## src/rtl/alu_operand_stage.sv

```systemverilog
// Operand select and RAW forwarding into a one-entry valid/ready register ahead of EX.
// Latency: 1 cycle from capture to OutValid. Throughput: 1 entry per cycle.
// Backpressure: InReady drops while an entry is held and OutReady is low; blocked cycles are counted.
module alu_operand_stage #(
  parameter int WIDTH    = 32,
  parameter int PC_WIDTH = 32,
  parameter int NUM_FWD  = 2,
  parameter int REG_AW   = 5,
  parameter int CNT_W    = 16
) (
  input  logic                      clk,
  input  logic                      rst,
  input  logic                      InValid,
  output logic                      InReady,
  input  logic [REG_AW-1:0]         Rs1Addr,
  input  logic [REG_AW-1:0]         Rs2Addr,
  input  logic [WIDTH-1:0]          Rs1Data,
  input  logic [WIDTH-1:0]          Rs2Data,
  input  logic [PC_WIDTH-1:0]       PC,
  input  logic [WIDTH-1:0]          Immediate,
  input  logic [1:0]                ALUSrc1,
  input  logic [1:0]                ALUSrc2,
  input  logic [NUM_FWD-1:0]        FwdValid,
  input  logic [NUM_FWD*REG_AW-1:0] FwdRd,
  input  logic [NUM_FWD*WIDTH-1:0]  FwdData,
  input  logic                      Flush,
  output logic                      OutValid,
  input  logic                      OutReady,
  output logic [WIDTH-1:0]          Op1,
  output logic [WIDTH-1:0]          Op2,
  output logic [WIDTH-1:0]          StoreData,
  output logic [CNT_W-1:0]          StallCnt
);

  logic [WIDTH-1:0] rs1_res;
  logic [WIDTH-1:0] rs2_res;
  logic [WIDTH-1:0] pc_ext;
  logic [WIDTH-1:0] const_four;
  logic [WIDTH-1:0] op1_nxt;
  logic [WIDTH-1:0] op2_nxt;
  logic             capture;
  logic             stall;

  assign InReady = !OutValid || OutReady;
  assign capture = InValid && InReady && !Flush;
  assign stall   = InValid && !InReady && !Flush;

  // Walk from oldest to youngest so the lowest matching index wins; x0 is never forwarded.
  always_comb begin
    rs1_res = Rs1Data;
    rs2_res = Rs2Data;
    for (int i = NUM_FWD - 1; i >= 0; i--) begin
      if (FwdValid[i] && (FwdRd[i*REG_AW +: REG_AW] == Rs1Addr))
        rs1_res = FwdData[i*WIDTH +: WIDTH];
      if (FwdValid[i] && (FwdRd[i*REG_AW +: REG_AW] == Rs2Addr))
        rs2_res = FwdData[i*WIDTH +: WIDTH];
    end
    if (Rs1Addr == '0) rs1_res = '0;
    if (Rs2Addr == '0) rs2_res = '0;
  end

  always_comb begin
    pc_ext                 = '0;
    pc_ext[PC_WIDTH-1:0]   = PC;
    const_four             = '0;
    const_four[2]          = 1'b1;
  end

  always_comb begin
    case (ALUSrc1)
      2'b00:   op1_nxt = rs1_res;
      2'b01:   op1_nxt = pc_ext;
      default: op1_nxt = '0;
    endcase
    case (ALUSrc2)
      2'b00:   op2_nxt = rs2_res;
      2'b01:   op2_nxt = Immediate;
      2'b10:   op2_nxt = const_four;
      default: op2_nxt = '0;
    endcase
  end

  always_ff @(posedge clk) begin
    if (rst) begin
      OutValid  <= 1'b0;
      Op1       <= '0;
      Op2       <= '0;
      StoreData <= '0;
    end else if (Flush) begin
      OutValid  <= 1'b0;
    end else if (capture) begin
      OutValid  <= 1'b1;
      Op1       <= op1_nxt;
      Op2       <= op2_nxt;
      StoreData <= rs2_res;
    end else if (OutReady) begin
      OutValid  <= 1'b0;
    end
  end

  // Saturates instead of wrapping so long stalls remain visible.
  always_ff @(posedge clk) begin
    if (rst)
      StallCnt <= '0;
    else if (stall && (StallCnt != '1))
      StallCnt <= StallCnt + CNT_W'(1);
  end

endmodule
```

## config.mk

```make
export PLATFORM = sky130hd
export DESIGN_NAME = alu_operand_stage
export DESIGN_NICKNAME = d
export VERILOG_FILES = /design/src/rtl/alu_operand_stage.sv
export SDC_FILE = /design/constraint.sdc
export NUM_CORES = 1
export LEC_CHECK = 0
export CELL_PAD_IN_SITES_DETAIL_PLACEMENT = 1
export CELL_PAD_IN_SITES_GLOBAL_PLACEMENT = 1
export CORE_MARGIN = 1.5
export CORE_UTILIZATION = 35
export CTS_CLUSTER_DIAMETER = 60
export CTS_CLUSTER_SIZE = 40
export DETAILED_ROUTE_END_ITERATION = 10
export DONT_BUFFER_PORTS = 1
export GPL_TIMING_DRIVEN = 0
export PLACE_DENSITY_LB_ADDON = 0.2
export SYNTH_ARGS = -nofsm -noshare
export SYNTH_HDL_FRONTEND = slang
export SYNTH_SLANG_ARGS = --single-unit
```

## constraint.sdc

```tcl
create_clock -name clk -period 2.4 [get_ports clk]
set_clock_uncertainty 0.1 [all_clocks]
set_input_delay 0 -clock clk [delete_from_list [all_inputs] [get_ports clk]]
set_output_delay 0 -clock clk [all_outputs]
set_load 0.05 [all_outputs]
```

==> summary.txt, run 1 <==
Synthesis
  • Warnings from Yosys: 0
  • #FFs+latches synth: 113
  • Fraction of registers with async set/reset: 0
  • Main synth FF type: dfxtp_1
  • Syn nets: 999
  • Post-Syn Area per Cell: 8.373 sq um
  • Post-synthesis sequential area ratio: 0.3486
  • Cell count after synthesis: 775
  • Cell area after synthesis: 0.006489 sq mm
  • Number of distinct library cells after synthesis: 51
  • Post-synth EDFFs: 0

Clock network
  • Clock buffer depth: 2
  • Setup Buffers After CTS: 2
  • CTS Root Cell: clkbuf_16
  • Hold buffers post-CTS: 208
  • Num CTS Buffers: 17
  • Clk sink count: 113
  • Resized cells post-CTS: 12
  • Htree depth: 4

Placed design
  • Place WS: -0.5468 ns
  • HPWL Detailed: 23280 um
  • Dpl cells: 1004
  • Gp weighted congestion: 0.9055
  • Port buffer count: 0

Floorplanning
  • Initial Util: 0.3588
  • Die X-Extent: 139.2 um
  • Row cnt: 49
  • IO Count: 337
  • Die Span Y: 139.2 um

Status
  • Exit stage: 4_1_cts
  • Status: stopped before the end
  • Error message: [ERROR RSZ-0060] Max buffer count reached.
cell usage after synthesis, types with 3 or more instances:
library cell	number	area share
and3_1	42	0.040
a21o_1	28	0.032
nand2_1	39	0.023
a211o_1	15	0.020
xnor2_1	13	0.018
a211oi_2	23	0.044
a21oi_1	79	0.061
buf_12	5	0.015
nor3_1	6	0.0046
dfxtp_1	113	0.35
inv_1	3	0.0017
nand3_1	7	0.0054
o2bb2ai_1	6	0.0081
o21ai_0	101	0.078
nand4_1	7	0.0067
mux2i_1	46	0.071
mux2_2	18	0.031
nor4_1	4	0.0039
nor2_1	84	0.049
a21o_2	4	0.0054
buf_2	10	0.0077
clkbuf_1	43	0.025
xor2_1	21	0.028
a22o_1	6	0.0081
o22ai_1	18	0.017
per-stage QoR:
step / hold slack (ns) / area (sq um) / TNS [ns] / util
after detailed placement: -0.01453 / 6775 / -26.41 / 0.3746
after global placement: -0.01835 / 6775 / -22.05 / 0.3746
after floorplan: -0.02069 / 6489 / 0 / -
kinds of logic after synthesis:
group / share of synthesized area
AO/OA/AOI/OAI: 0.2856
XOR/XNOR: 0.04589
adder cells (fa/ha/maj): 0.001928
buffers and inverters: 0.05823
flip-flops: 0.3486
multiplexers: 0.1022
AND/OR/NAND/NOR: 0.1575
==> inputs of run 2 (changes only) <==
==> config.mk (replaced) <==
export PLATFORM = sky130hd
export DESIGN_NAME = alu_operand_stage
export DESIGN_NICKNAME = d
export VERILOG_FILES = /design/src/rtl/alu_operand_stage.sv
export SDC_FILE = /design/constraint.sdc
export NUM_CORES = 1
export LEC_CHECK = 0
export CORE_MARGIN = 1.5
export CORE_UTILIZATION = 20
export DETAILED_ROUTE_END_ITERATION = 10
export DONT_BUFFER_PORTS = 1
export GPL_TIMING_DRIVEN = 0
export PLACE_DENSITY_LB_ADDON = 0.15
export SYNTH_ARGS = -nofsm -noshare
export SYNTH_HDL_FRONTEND = slang
export SYNTH_SLANG_ARGS = --single-unit
==> summary.txt, run 2 <==
Placed design
  • Port buffer count: 0 (unchanged)
  • Placed instance area: 0.006992 sq mm (+3.2%)
  • HPWL Detailed: 26130 um (+12%)
  • Dpl cells: 1177 (+17%)
  • Gp weighted congestion: 0.7842 (-13%)

STA
  • Final period utilization: 0.9655
  • Rel. slew slack: 0.3940
  • Crit path time final: 2.317 ns
  • Worst Tran Pin Value: 0.9090 ns
  • Fmax: 431.5 MHz
  • Final Hold Viols: 0
  • Final setup viols: 0
  • Max Slew Vio Count: 0

Pwr
  • Clock network fraction of total power: 0.476
  • Leakage: 3.686 nW
  • P_int: 0.004375 W
  • Power per Cell Area: 609.4 mW/mm^2
  • Sw Share: 0.2893
  • P_sw: 0.001780 W
  • Sequential share of power: 0.374
  • Worst VDD drop: 461.1 uV
  • Gate power share: 0.149

Finish
  • Fraction of layout cells with a size suffix above 1: 0.1274
  • Cell area after layout: 0.01010 sq mm
  • Post-layout util: 0.3185
  • Synth-to-Final Area Change: 55.67%
  • # fillers: 3369
  • Antenna diodes: 0
  • Commonest non-fill, non-tap cell in the layout: dlygate4sd3_1
  • Fin cells: 1446
  • Largest regs: Op1 x32, Op2 x32, StoreData x32
  • Nets: 1255
  • Commonest non-fill, non-tap cells in the layout: dlygate4sd3_1, dfxtp_1, o21ai_0, nor2_1, a21oi_1

Clock network
  • Clk_lat worst skew: 0.43 ns
  • Num CTS Buffers: 17 (unchanged)
  • Clk sink count: 113 (unchanged)
  • Htree depth: 4 (unchanged)
  • Clock buffer depth: 2 (unchanged)
  • CTS tree: done
  • Clock slew at reported path FFs: 0.06 ns
  • CTS Root Cell: clkbuf_16

Worst setup path
  • CP top delay family: buffers and inverters
  • Crit path kind: in2reg
  • Largest stage delay on the critical path: 0.58 ns
  • CP bufs+invs: 4
  • Critical path's slowest cell: dlygate4sd3_1
  • Critical-path cell list: xor2_1 -> nor4_1 -> and3_1 -> buf_6 -> buf_12 -> mux2i_1 -> dlygate4sd3_1 -> a21o_1 -> dlygate4sd3_1 -> a211oi_2
  • Critical Path Start Type: input pin
  • Critical path capture point type: flop
  • Critical Path AT: 2.50 ns
  • Critical path's most frequent cell: dlygate4sd3_1
  • WP data required: 2.59 ns
  • CP Max Fanout: 10

Synthesis
  • Main synth FF type: dfxtp_1
  • Post-Syn Area per Cell: 8.373 sq um (unchanged)
  • Fraction of registers with async set/reset: 0 (unchanged)
  • Synth top area share: 0.3486 (unchanged)
  • Syn nets: 999 (unchanged)
  • Warnings from Yosys: 0 (unchanged)
  • Cell count after synthesis: 775 (unchanged)
  • Yosys top cell by area: dfxtp_1
  • Count leader, synth: dfxtp_1
  • Post-synthesis sequential area ratio: 0.3486 (unchanged)
  • Commonest cells post-synth: dfxtp_1, o21ai_0, nor2_1, a21oi_1, mux2i_1
  • Post-synth EDFFs: 0 (unchanged)
  • Cell area after synthesis: 0.006489 sq mm (unchanged)
  • Synth top area cells: dfxtp_1, o21ai_0, mux2i_1, a21oi_1, nor2_1
  • Number of distinct library cells after synthesis: 51 (unchanged)
  • #FFs+latches synth: 113 (unchanged)

Floorplanning
  • Initial Util: 0.2046 (-0.1542)
  • Die Span Y: 183.1 um (+32%)
  • Die X-Extent: 183.1 um (+32%)
  • Core Area: 0.03172 sq mm
  • IO Count: 337 (unchanged)
  • Full die area: 0.03353 sq mm
  • Row cnt: 65 (+33%)

Routing
  • Via Count: 7128
  • WL final: 35640 um
  • Antenna viol nets, final: 0
  • Drt drc: 0
  • Via density: 4.929
  • DRT Pass-1 Iters: 4
  • DR WL/cell: 24.64 um
  • 1st-iter DRT viols: 359

GRT
  • Antenna violations before repair: 2
  • Largest net degree at the start of global routing: 17
  • Tot GR Track Use: 0.2082
  • Number of global-route vias before repair: 7437
  • Grt total ovfl: 0
  • First-pass GRT wire length: 50000 um

Flow run
  • Max-cap viol count: 0

Status
  • Status: completed

Hold path
  • Worst hold path type: in2reg
[run 2: cell counts after synthesis]
No cell type changed its count.
[run 2: power by group through the flow]
stage / registers, W / logic [W] / clock network [W]
after floorplan: 0.00231 / 0.000375 / 0
after global placement: 0.00235 / 0.000552 / 0
after detailed placement: 0.00235 / 0.000555 / 0
after CTS: 0.00231 / 0.000911 / 0.00301
after global routing: 0.00231 / 0.000984 / 0.00307
final: 0.00230 / 0.000918 / 0.00293
[run 2: cell type report]
class / instances / area, sq um / share of cell area
Buffer: 62 / 394.1 / 0.03902
Clock buffer: 23 / 488.0 / 0.04831
Clock inverter: 9 / 176.4 / 0.01747
Inverter: 4 / 17.52 / 0.001734
Multi-Input combinational cell: 595 / 3870 / 0.3831
Sequential cell: 113 / 2277 / 0.2254
Tap cell: 402 / 503.0 / 0.04980
Timing Repair Buffer: 238 / 2375 / 0.2351
[run 2: what timing repair did]
item                                   4_1_cts  5_1_grt
hold buffers                               235        0
setup endpoints to repair                  100       51
pin swaps                                    1        0
buffers inserted                             3        0
endpoints found under the hold margin       98        0
gates resized for setup                     19       21
[run 2: cells by family after synthesis]
family / Yosys count / synth area share
AO/OA/AOI/OAI: 288 / 0.2856
buffers and inverters: 67 / 0.05823
AND/OR/NAND/NOR: 208 / 0.1575
XOR/XNOR: 34 / 0.04589
multiplexers: 64 / 0.1022
flip-flops: 113 / 0.3486
adder cells (fa/ha/maj): 1 / 0.001928
[run 2: worst reg2reg max path: stages, from the launching register on]
cell and delay, ns:
dfxtp_4 0.44, nor2b_4 0.23, nor3b_2 0.11, buf_4 0.20, nor2_2 0.43, clkbuf_2 0.46
nand2_1 0.13, o21ai_0 0.12
[run 2: per-stage QoR]
| stage | hold WS, ns | worst slack, ns | total power, W | TNS, ns |
|---|---|---|---|---|
| 4_1_cts | 0.01690 | 0.01848 | 0.006230 | 0 |
| 6_report | 0.02782 | 0.08270 | 0.006155 | 0 |
| 3_3_place_gp | -0.01555 | -0.7631 | 0.002901 | -43.00 |
| 3_5_place_dp | -0.01052 | -0.7303 | 0.002903 | -42.22 |
| 5_1_grt | 0.06605 | -0.009990 | 0.006366 | -0.01688 |
| 2_1_floorplan | -0.02069 | 0.2235 | 0.002690 | 0 |
[run 2: layer usage]
metal / routed length, um / GRT usage / vias up
met2: 17210 / 0.3574 / 257
met1: 15870 / 0.2577 / 3500
met4: 620 / 0.06098 / 0
li1: - / - / 3339
met5: 0 / 0 / -
met3: 1935 / 0.04964 / 32
[run 2: path summary, 6_finish.rpt]
| path | startpoint | endpoint | slack (ns) | cells after the start |
|---|---|---|---|---|
| max | FwdRd[7] | Op1[31]$_SDFFE_PP0P_ | 0.08 | 10 |
| min reg2reg | StallCnt[1]$_SDFFE_PP0P_ | StallCnt[1]$_SDFFE_PP0P_ | 0.51 | 2 |
| min | ALUSrc1[1] | Op1[4]$_SDFFE_PP0P_ | 0.03 | 4 |
| max reg2reg | OutValid$_SDFFE_PP0P_ | StoreData[6]$_SDFFE_PP0P_ | 0.09 | 7 |
Power figures use the tool's default switching activity.
==> inputs of run 3 (changes only) <==
--- a/config.mk
+++ b/config.mk
@@ -10,6 +10,7 @@
 export DETAILED_ROUTE_END_ITERATION = 10
 export DONT_BUFFER_PORTS = 1
 export GPL_TIMING_DRIVEN = 0
+export HOLD_SLACK_MARGIN = 0.03
 export PLACE_DENSITY_LB_ADDON = 0.15
 export SYNTH_ARGS = -nofsm -noshare
 export SYNTH_HDL_FRONTEND = slang
==> summary.txt, run 3 (synthesis gave the netlist of run 2 again) <==
Status
  • Status: completed

Worst setup path
  • Crit. Startpoint: OutValid$_SDFFE_PP0P_
  • Critical Path AT: 2.59 ns (+0.09 ns)
  • WP data required: 2.66 ns (+0.07 ns)
  • Critical path capture point type: flop
  • Critical-path cell list: nor2b_4 -> nor3b_2 -> buf_4 -> and3_1 -> dlygate4sd3_1 -> a21oi_1 -> o21ai_0
  • CP Depth: 7 (-3)
  • Critical Path Start Type: flop
  • Reg-to-reg critical path startpoint: OutValid$_SDFFE_PP0P_
  • Crit path kind: reg2reg
  • CP Max Fanout: 10 (unchanged)
  • CP top delay family: buffers and inverters
  • Critical path's slowest cell: dlygate4sd3_1
  • CP bufs+invs: 2 (-2)
  • R2R cell count: 7 (unchanged)
  • Largest stage delay on the critical path: 0.54 ns (-0.04 ns)

Routing
  • Via density: 4.902 (-0.56%)
  • Via Count: 7088 (-0.56%)
  • Drt drc: 0 (unchanged)
  • 1st-iter DRT viols: 331 (-7.8%)
  • DRT Pass-1 Iters: 4 (unchanged)
  • DR WL/cell: 24.62 um (about the same)
  • Antenna viol nets, final: 0 (unchanged)
  • WL final: 35610 um (about the same)

Finish
  • Multi-input gate area: 0.003867 sq mm (about the same)
  • Cell area after layout: 0.01010 sq mm (about the same)
  • FF+latch area: 0.002277 sq mm (unchanged)
  • Commonest non-fill, non-tap cell in the layout: dlygate4sd3_1
  • Fraction of layout cells with a size suffix above 1: 0.1264 (-0.0009579)
  • Antenna diodes: 0 (unchanged)
  • Commonest non-fill, non-tap cells in the layout: dlygate4sd3_1, dfxtp_1, o21ai_0, nor2_1, a21oi_1
  • # fillers: 3372 (+0.089%)
  • Nets: 1255 (unchanged)
  • Largest regs: Op1 x32, Op2 x32, StoreData x32
  • Synth-to-Final Area Change: 55.63% (about the same)

STA
  • Final period utilization: 0.9691 (+0.003598)
  • Final Hold Viols: 0 (unchanged)
  • TNS Setup: 0 ns (unchanged)
  • Rel. slew slack: 0.3697 (-0.02436)
  • Crit path time final: 2.326 ns (+0.008634 ns)
  • Max Slew Vio Count: 0 (unchanged)
  • Worst Tran Pin Value: 0.9455 ns (+0.03653 ns)
  • Final worst setup slack: 0.07407 ns (-0.008634 ns)
  • Fmax: 429.9 MHz (-0.37%)
  • Final setup viols: 0 (unchanged)

Pwr
  • Power per Cell Area: 609.0 mW/mm^2 (about the same)
  • Worst VDD drop: 460.5 uV (-0.15%)
  • Leakage: 3.691 nW (+0.12%)
  • Design Power: 0.006150 W (about the same)

Clock network
  • Clock slew at reported path FFs: 0.06 ns (about the same)
  • Htree depth: 4 (unchanged)
  • Clk sink count: 113 (unchanged)
  • CTS tree: done
  • Num CTS Buffers: 17 (unchanged)
  • Clock buffer depth: 2 (unchanged)
  • CTS Root Cell: clkbuf_16
  • Clk_lat worst skew: 0.43 ns (about the same)

GRT
  • Tot GR Track Use: 0.2079 (-0.0003396)
  • Grt total ovfl: 0 (unchanged)
  • Antenna violations before repair: 2 (unchanged)
  • First-pass GRT wire length: 49890 um (-0.22%)
  • Largest net degree at the start of global routing: 17 (unchanged)
  • Number of global-route vias before repair: 7423 (-0.19%)

Hold path
  • Hold path start: rst
  • Worst hold path type: in2reg
  • WHS Path Cells: 3 (-1)

Floorplanning
  • Initial Util: 0.2046 (unchanged)
  • Full die area: 0.03353 sq mm (unchanged)
  • Die X-Extent: 183.1 um (unchanged)
  • Die Span Y: 183.1 um (unchanged)
  • Core Area: 0.03172 sq mm (unchanged)
  • IO Count: 337 (unchanged)
  • Row cnt: 65 (unchanged)

Flow run
  • Max-cap viol count: 0 (unchanged)

Placed design
  • Placed instance area: 0.006992 sq mm (unchanged)
  • HPWL Detailed: 26130 um (unchanged)
  • Port buffer count: 0 (unchanged)
  • Place WS: -0.7303 ns (unchanged)
  • Gp weighted congestion: 0.7842 (unchanged)
==> run 3: path summary, 6_finish.rpt <==
path | end | slack (ns)
max | Op1[4]$_SDFFE_PP0P_ | 0.07
min | Op1[30]$_SDFFE_PP0P_ | 0.05
min reg2reg | StallCnt[1]$_SDFFE_PP0P_ | 0.51
max reg2reg | Op1[4]$_SDFFE_PP0P_ | 0.07
==> run 3: what timing repair did <==
item	in CTS	in global routing
buffers inserted	3	0
hold buffers	235	0
gates resized for setup	19	20
hold endpoints to repair	98	0
pin swaps	1	0
endpoints found under the setup margin	100	52
==> run 3: worst register-to-register path, stage by stage (launching register included) <==
cell           delay [ns]
dfxtp_4              0.40
nor2b_4              0.16
nor3b_2              0.40
buf_4                0.29
and3_1               0.16
dlygate4sd3_1        0.54
a21oi_1              0.04
o21ai_0              0.15
==> run 3: layer usage <==
metal | global-route usage | part of all wire | vias up
li1 | - | - | 3338
met2 | 0.3576 | 0.48 | 259
met5 | 0 | 0 | -
met3 | 0.05024 | 0.058 | 33
met4 | 0.06098 | 0.018 | 0
met1 | 0.2562 | 0.44 | 3458
==> run 3: final cells by class <==
class,count,area share
Tap cell,402,0.04981
Timing Repair Buffer,238,0.2352
Buffer,62,0.03903
Clock inverter,9,0.01747
Inverter,4,0.001735
Multi-Input combinational cell,595,0.3830
Clock buffer,23,0.04832
Sequential cell,113,0.2255
==> run 3: power breakdown <==
part	switching (W)	internal (W)
sequential	0.000347	0.00196
combinational	0.000450	0.000465
clock	0.000979	0.00195
==> run 3: per-stage QoR <==
step,hold WS [ns],instances,utilization
floorplan,-0.02069,775,-
global placement,-0.01555,1177,0.2204
detailed placement,-0.01052,1177,0.2204
CTS,0.03285,1446,0.3175
global route,0.06605,1446,0.3184
finish,0.04997,1446,0.3184
==> inputs of run 4 (changes only) <==
==> constraint.sdc (replaced) <==
create_clock -name clk -period 2.6 [get_ports clk]
set_clock_uncertainty 0.1 [all_clocks]
set_input_delay 0 -clock clk [delete_from_list [all_inputs] [get_ports clk]]
set_output_delay 0 -clock clk [all_outputs]
set_load 0.05 [all_outputs]
==> summary.txt, run 4 (synthesis gave the netlist of run 2 again) <==
Status
  • Status: completed

STA
  • Final period utilization: 0.9649 (-0.004280)
  • Rel. slew slack: 0.3776 (+0.007982)
  • Final Hold Viols: 0 (unchanged)
  • Final worst setup slack: 0.09137 ns (+0.01730 ns)
  • Worst Tran Pin Value: 0.9335 ns (-0.01197 ns)
  • Unrepaired setup endpoints after global routing: no
  • Max Slew Vio Count: 0 (unchanged)
  • Crit path time final: 2.509 ns (+0.1827 ns)
  • Fmax: 398.6 MHz (-7.3%)
  • Final setup viols: 0 (unchanged)

Routing
  • DR WL/cell: 24.49 um (-0.53%)
  • 1st-iter DRT viols: 374 (+13%)
  • DRT Pass-1 Iters: 4 (unchanged)
  • Via Count: 7043 (-0.63%)
  • Antenna viol nets, final: 0 (unchanged)
  • Drt drc: 0 (unchanged)
  • Via density: 4.861 (-0.84%)
  • WL final: 35490 um (-0.33%)

Clock network
  • CTS Root Cell: clkbuf_16
  • Num CTS Buffers: 17 (unchanged)
  • Clock buffer depth: 2 (unchanged)
  • Htree depth: 4 (unchanged)
  • Clk_lat worst skew: 0.43 ns (about the same)
  • Clock slew at reported path FFs: 0.06 ns (about the same)
  • CTS tree: done
  • Clk sink count: 113 (unchanged)

Worst setup path
  • Critical Path AT: 2.76 ns (+0.17 ns)
  • Reg-to-reg critical path startpoint: OutValid$_SDFFE_PP0P_
  • Critical Path Start Type: flop
  • Critical path capture point type: flop
  • R2R setup slack: 0.09 ns (+0.02 ns)
  • R2R cell count: 7 (unchanged)
  • WP data required: 2.85 ns (+0.19 ns)
  • Worst setup endpoint: StoreData[2]$_SDFFE_PP0P_
  • Largest stage delay on the critical path: 0.54 ns (about the same)
  • Critical path's slowest cell: clkbuf_1
  • RR Endpoint: StoreData[2]$_SDFFE_PP0P_
  • Critical-path cell list: nor2b_4 -> nor3b_2 -> buf_2 -> nor2_2 -> clkbuf_1 -> nand2_1 -> o31ai_2
  • Crit path kind: reg2reg
  • CP Max Fanout: 10 (unchanged)
  • Crit. Startpoint: OutValid$_SDFFE_PP0P_

Finish
  • Antenna diodes: 0 (unchanged)
  • Fin cells: 1449 (+0.21%)
  • # fillers: 3371 (-0.030%)
  • Fraction of layout cells with a size suffix above 1: 0.1117 (-0.01469)
  • Post-layout util: 0.3179 (-0.0004740)
  • Synth-to-Final Area Change: 55.40%
  • Commonest non-fill, non-tap cell in the layout: dlygate4sd3_1
  • Largest regs: Op1 x32, Op2 x32, StoreData x32
  • Commonest non-fill, non-tap cells in the layout: dlygate4sd3_1, dfxtp_1, o21ai_0, nor2_1, a21oi_1
  • Nets: 1258 (+0.24%)

Floorplanning
  • Full die area: 0.03353 sq mm (unchanged)
  • Die X-Extent: 183.1 um (unchanged)
  • Die Span Y: 183.1 um (unchanged)
  • Row cnt: 65 (unchanged)
  • IO Count: 337 (unchanged)
  • Core Area: 0.03172 sq mm (unchanged)
  • Initial Util: 0.2046 (unchanged)

Hold path
  • Hold path start: ALUSrc1[1]
  • Worst hold path type: in2reg

Pwr
  • Worst VDD drop: 429.1 uV (-6.8%)
  • Leakage: 3.671 nW (-0.52%)
  • Power per Cell Area: 563.7 mW/mm^2 (-7.4%)

GRT
  • First-pass GRT wire length: 50090 um (+0.40%)
  • Antenna violations before repair: 2 (unchanged)
  • Tot GR Track Use: 0.2082 (+0.0003820)
  • Number of global-route vias before repair: 7437 (+0.19%)
  • Largest net degree at the start of global routing: 17 (unchanged)
  • Grt total ovfl: 0 (unchanged)

Placed design
  • HPWL Detailed: 26130 um (unchanged)
  • Gp weighted congestion: 0.7842 (unchanged)
  • Place WS: -0.5303 ns (+0.2000 ns)
  • Dpl cells: 1177 (unchanged)
  • Port buffer count: 0 (unchanged)

Flow run
  • Max-cap viol count: 0 (unchanged)
run 4: cell types whose count changed in the layout (fill, tap and decap cells not counted), sizes merged:
cell	change
buf	-1
dlygate4sd3	+4
run 4: per-layer routing:
metal	up-vias	GRT usage	routed length, um
li1	3341	-	-
met3	34	0.05024	2080
met1	3406	0.2562	15540
met5	-	0	0
met4	0	0.06492	692
met2	262	0.3571	17180
run 4: critical path, delay by kind of cell, from the launching register on:
family          cells  cell delay, ns
compound gates      1            0.09
buf+inv             2            0.77
flops               1            0.50
simple gates        4            0.96
run 4: cell type report:
class / count / area [sq um] / share of cell area
well taps: 402 / 503.0 / 0.04988
inverters: 4 / 15.01 / 0.001489
clock buffers: 23 / 488.0 / 0.04839
multi-input cells: 595 / 3862 / 0.3831
repair buffers: 242 / 2415 / 0.2395
flip-flops and latches: 113 / 2267 / 0.2248
plain buffers: 61 / 356.6 / 0.03536
clock inverters: 9 / 176.4 / 0.01750
run 4: worst min-delay path by stage:
stage / cells after the start / slack [ns] / end
after detailed placement: 1 / -0.01 / OutValid$_SDFFE_PP0P_
after CTS: 4 / 0.04 / Op1[2]$_SDFFE_PP0P_
after global placement: 1 / -0.02 / OutValid$_SDFFE_PP0P_
after global routing: 3 / 0.09 / Op1[30]$_SDFFE_PP0P_
after floorplan: 1 / -0.02 / OutValid$_SDFFE_PP0P_
final: 4 / 0.05 / Op1[2]$_SDFFE_PP0P_
run 4: timing repair:
item,CTS,global route
buffers inserted,2,1
pin swaps,1,1
gates resized for setup,6,11
hold buffers,239,0
endpoints found under the hold margin,98,0
setup endpoints to repair,86,42
run 4: power by group:
group | total (W) | switching, W | internal, W
logic | 0.000847 | 0.000414 | 0.000432
clock network | 0.00271 | 0.000908 | 0.00180
registers | 0.00213 | 0.000321 | 0.00181
total | 0.00568 | 0.00164 | 0.00404
run 4: metrics by stage:
step                      TNS, ns  area (sq um)  power, W  hold slack (ns)
after CTS                       0         10080  0.005754          0.04380
after global routing            0         10080  0.005880          0.08607
after detailed placement   -23.41          6992  0.002680         -0.01052
final                           0         10080  0.005684          0.04961
after floorplan                 0          6489  0.002483         -0.02069
after global placement     -24.20          6992  0.002678         -0.01555
